### src/rtl/pe_array_rs.sv
// Row-stationary K x K convolution engine over an IW x IW tile (stride 1, no padding).
// K x OW processing elements; each output column is emitted as one registered pulse.
module pe_array_rs #(
  parameter  int DW   = 8,
  parameter  int K    = 3,
  parameter  int IW   = 5,
  parameter  int ACCW = 20,
  localparam int OW   = IW - K + 1,
  localparam int CW   = (OW > 1) ? $clog2(OW) : 1
) (
  input  logic                  clk,
  input  logic                  rst,
  input  logic                  en,
  input  logic                  start,
  input  logic [IW*IW*DW-1:0]   ifmap_in_flat,
  input  logic [K*K*DW-1:0]     filter_in_flat,
  output logic                  busy,
  output logic                  out_valid,
  output logic [CW-1:0]         out_col,
  output logic [OW*ACCW-1:0]    out_data_flat,
  output logic                  done
);

  localparam int TW  = $clog2(K);
  localparam int XAW = $clog2(IW * IW);
  localparam int FAW = $clog2(K * K);

  typedef enum logic {IDLE, RUN} state_t;

  state_t                 state;
  logic [TW-1:0]          t;
  logic [CW-1:0]          c;
  logic signed [DW-1:0]   x_r [IW*IW];
  logic signed [DW-1:0]   f_r [K*K];
  logic signed [ACCW-1:0] acc      [K][OW];
  logic signed [ACCW-1:0] acc_nxt  [K][OW];
  logic signed [ACCW-1:0] col_sum  [OW];
  logic signed [ACCW-1:0] out_data [OW];
  logic                   accept;
  logic                   last_tap;
  logic                   last_col;

  // Full-precision signed product, sign-extended into the accumulator width.
  function automatic logic signed [ACCW-1:0] mac_term(input logic signed [DW-1:0] a,
                                                      input logic signed [DW-1:0] b);
    logic signed [2*DW-1:0] p;
    p = (2*DW)'(a) * (2*DW)'(b);
    return ACCW'(p);
  endfunction

  assign accept   = en && start && (state == IDLE);
  assign last_tap = (t == TW'(K - 1));
  assign last_col = (c == CW'(OW - 1));

  // Stage p0: per-PE product for tap t, running accumulation and column reduction.
  always_comb begin
    for (int r = 0; r < OW; r++) begin
      col_sum[r] = '0;
      for (int i = 0; i < K; i++) begin
        acc_nxt[i][r] = acc[i][r]
                      + mac_term(f_r[FAW'(i * K + int'(t))],
                                 x_r[XAW'((r + i) * IW + int'(c) + int'(t))]);
        col_sum[r]    = col_sum[r] + acc_nxt[i][r];
      end
    end
  end

  // Operands are captured once per run so the buffers may change while we compute.
  always_ff @(posedge clk) begin
    if (accept) begin
      for (int k = 0; k < IW * IW; k++) x_r[k] <= ifmap_in_flat[k*DW +: DW];
      for (int k = 0; k < K * K; k++)   f_r[k] <= filter_in_flat[k*DW +: DW];
    end
  end

  // Stage p1: control, accumulator update and registered column output.
  always_ff @(posedge clk) begin
    if (rst) begin
      state     <= IDLE;
      busy      <= 1'b0;
      out_valid <= 1'b0;
      done      <= 1'b0;
      out_col   <= '0;
      t         <= '0;
      c         <= '0;
      for (int r = 0; r < OW; r++) begin
        out_data[r] <= '0;
        for (int i = 0; i < K; i++) acc[i][r] <= '0;
      end
    end else begin
      out_valid <= 1'b0;
      done      <= 1'b0;
      if (en) begin
        case (state)
          IDLE: begin
            if (start) begin
              state <= RUN;
              busy  <= 1'b1;
              t     <= '0;
              c     <= '0;
              for (int r = 0; r < OW; r++)
                for (int i = 0; i < K; i++) acc[i][r] <= '0;
            end
          end
          RUN: begin
            if (last_tap) begin
              for (int r = 0; r < OW; r++) begin
                out_data[r] <= col_sum[r];
                for (int i = 0; i < K; i++) acc[i][r] <= '0;
              end
              out_col   <= c;
              out_valid <= 1'b1;
              t         <= '0;
              if (last_col) begin
                done  <= 1'b1;
                busy  <= 1'b0;
                state <= IDLE;
                c     <= '0;
              end else begin
                c <= c + 1'b1;
              end
            end else begin
              for (int r = 0; r < OW; r++)
                for (int i = 0; i < K; i++) acc[i][r] <= acc_nxt[i][r];
              t <= t + 1'b1;
            end
          end
          default: state <= IDLE;
        endcase
      end
    end
  end

  for (genvar r = 0; r < OW; r++) begin : g_out
    assign out_data_flat[r*ACCW +: ACCW] = out_data[r];
  end

endmodule
### config.mk
export PLATFORM = sky130hd
export DESIGN_NAME = pe_array_rs
export DESIGN_NICKNAME = d
export VERILOG_FILES = /design/src/rtl/pe_array_rs.sv
export SDC_FILE = /design/constraint.sdc
export NUM_CORES = 2
export LEC_CHECK = 0
export CAP_MARGIN = 20
export CORE_ASPECT_RATIO = 1.75
export CORE_UTILIZATION = 45
export DETAILED_ROUTE_END_ITERATION = 7
export GPL_TIMING_DRIVEN = 0
export PLACE_DENSITY = 0.61
export SLEW_MARGIN = 10
export SYNTH_ARGS = -nofsm -noshare
export SYNTH_HDL_FRONTEND = slang
export SYNTH_SLANG_ARGS = --single-unit
### constraint.sdc
create_clock -name clk -period 19.8 [get_ports clk]
set_input_delay 3.96 -clock clk [delete_from_list [all_inputs] [get_ports clk]]
set_output_delay 3.96 -clock clk [all_outputs]
set_load 0.02 [all_outputs]
==> out/results.ini <==
[outcome]
status = finished, final reports clean

[synth]
async_reset_ff_frac = 0
syn_area_per_cell_um2 = 11.3
synth_nets = 6589
synthFlopType = edfxtp_1
synth_top_area_cell = fa_1
ys_types = 82
syn_area_mm2 = 0.0564
yosys.area.top_type_share = 0.304
yosysWarnings = 0
synth_common_cells = 939 x inv_1, 856 x fa_1, 610 x nor2_1
synth_edf_count = 512
yosys-top-cells-area = fa_1 30%, edfxtp_1 27%, ha_1 11%
synth_most_common_cell = inv_1
ys_seq_area_frac = 0.277
synth_seq_cells = 524
syn_inst = 4981

[setup_path]
crit_slowest_cell = clkbuf_1
critPathCaptureType = flip-flop
max_stage_delay_ns = 0.91
cp.required_ns = 20.22
crit_fanout = 10
crit_type = reg -> reg
worstPathArrival_ns = 14.15
crit_top_cell = fa_1
start_kind = flip-flop

[cells_and_area]
final_nets = 7034
layout-drive-gt1-share = 0.0727
syn2layout_area_growth_pct = 14.7
design_area_mm2 = 0.0648
fin_cells = 7129

[cts]
clkLatencyLatePin_ns = 0.72
postCtsSetupRepairBufs = 0
cts_sinks = 524
hold_buffers = 0
h-tree-depth = 2
numCtsBuffers = 55
root_buffer = clkbuf_16
path_clk_slew_ns = 0.07
cts_tree = yes
clockBufferDepth = 3
cts_resized = 0

[sta]
layout_min_cycle_time_ns = 13.73
fmax_mhz = 72.8
fin_skew_ns = 0.0569
hold_viol_final = 0
worst_pin_slew_ns = 1.26
finalMaxSlewViolations = 0
setup-violations-final = 0
period_share = 0.694
worst_slack_ns = 6.07
rsz0062_at_grt = no
maxSlewHeadroom = 0.163

[placed_design]
hpwlAfterDp_mm = 152
place_inst = 7007
gp_congestion = 0.964
numPortBuffers = 339
postPlaceCellArea_mm2 = 0.0627
dp_worst_setup_slack_ns = 6.22

[detailed_routing]
dr_total_vias = 38762
drc_errors = 0
viasPerCell = 5.44
dr.pass1.iters = 5
drtIter0Drc = 2470
wl_per_cell_um = 25.5
routed_wl_mm = 182
ant_nets = 0

[floorplan]
ioPinCount = 341
die_w_um = 270
dieArea_mm2 = 0.127
die-height_um = 470
initial_core_util = 0.454
core_mm2 = 0.124
std_cell_rows = 171

[grt]
grt_overflow = 0
first_global_vias = 42892
track_usage = 0.293
grt_first_pass_wirelength_mm = 269
antenna_found_initial = 24
grt_max_degree = 52

[flow_run]
cap_violations = 0

[worst_hold_path]
hp-class = reg -> reg

[state kept, by name (all words and copies together), names as in the netlist, 2 cells and up, named ones only]
register,count
t,2
out_data,60
acc,180
out_col,2
x_r,200
f_r,72
c,2
[kinds of logic (layout without fill, tap and decap cells)]
kind of cell | Yosys count | count (layout) | share of synthesized area
buffers and inverters | 1092 | 1583 | 0.0733
AND/OR/NAND/NOR | 1192 | 1192 | 0.0931
flip-flops | 524 | 524 | 0.277
multiplexers | 194 | 194 | 0.0625
XOR/XNOR | 230 | 230 | 0.0367
AO/OA/AOI/OAI | 417 | 417 | 0.0486
adder cells (fa/ha/maj) | 1332 | 1332 | 0.409
other | 0 | 14 | 0
[cells in the final DEF (no fill, tap or decap), types with 109 or more instances in the layout]
master,instances
a21oi_1,109
clkbuf_1,119
xnor2_1,142
nand2_1,244
mux4_2,124
nor2_1,605
fa_1,856
edfxtp_1,512
ha_1,476
inv_1,939
clkdlybuf4s50_1,339
[worst paths after layout]
| kind | startpoint | endpoint | slack, ns | cells past startpoint |
|---|---|---|---|---|
| setup reg to reg | t[0] | out_data[0][19] | 6.07 | 39 |
| hold / removal | out_col[0] | out_col[0] | 0.48 | 2 |
| setup / recovery | t[0] | out_data[0][19] | 6.07 | 39 |
| hold reg to reg | out_col[0] | out_col[0] | 0.48 | 2 |
[worst max-delay path, delay by kind of cell, from the launching register on]
kind / cells / cell delay, ns
AOI/OAI and AO/OA: 13 / 2.52
xor gates and xnor gates: 2 / 0.62
adders and majority gates: 10 / 4.33
buffers and inverters: 10 / 3.99
DFF: 1 / 0.38
muxes: 2 / 1.26
and+or+nand+nor: 2 / 0.26
[final cells by class]
type / count / area, µm²
fill: 11003 / 59600
multi-input combinational: 3365 / 36800
sequential: 524 / 15600
timing repair buffer: 388 / 4140
inverter: 939 / 3520
tap: 1643 / 2060
clock buffer: 60 / 1400
buffer: 153 / 621
clock inverter: 43 / 582
antenna: 14 / 35.0
[per-stage QoR]
stage / utilization / setup TNS, ns / hold WS, ns
floorplan: - / 0 / 0.493
global placement: 0.498 / -336.33 / 0.467
detailed placement: 0.504 / 0 / 0.467
CTS: 0.520 / 0 / 0.477
global route: 0.521 / 0 / 0.505
finish: 0.521 / 0 / 0.479
[metal layers]
layer | up-vias | wire [µm] | global-route usage
li1 | 16957 | - | -
met1 | 19878 | 59500 | 0.297
met2 | 1415 | 94600 | 0.530
met3 | 498 | 10200 | 0.0466
met4 | 14 | 17600 | 0.238
met5 | - | 89 | 0
Power is not shown: default switching activity piles up to over one toggle a cycle in this logic, so the estimate is an artifact.
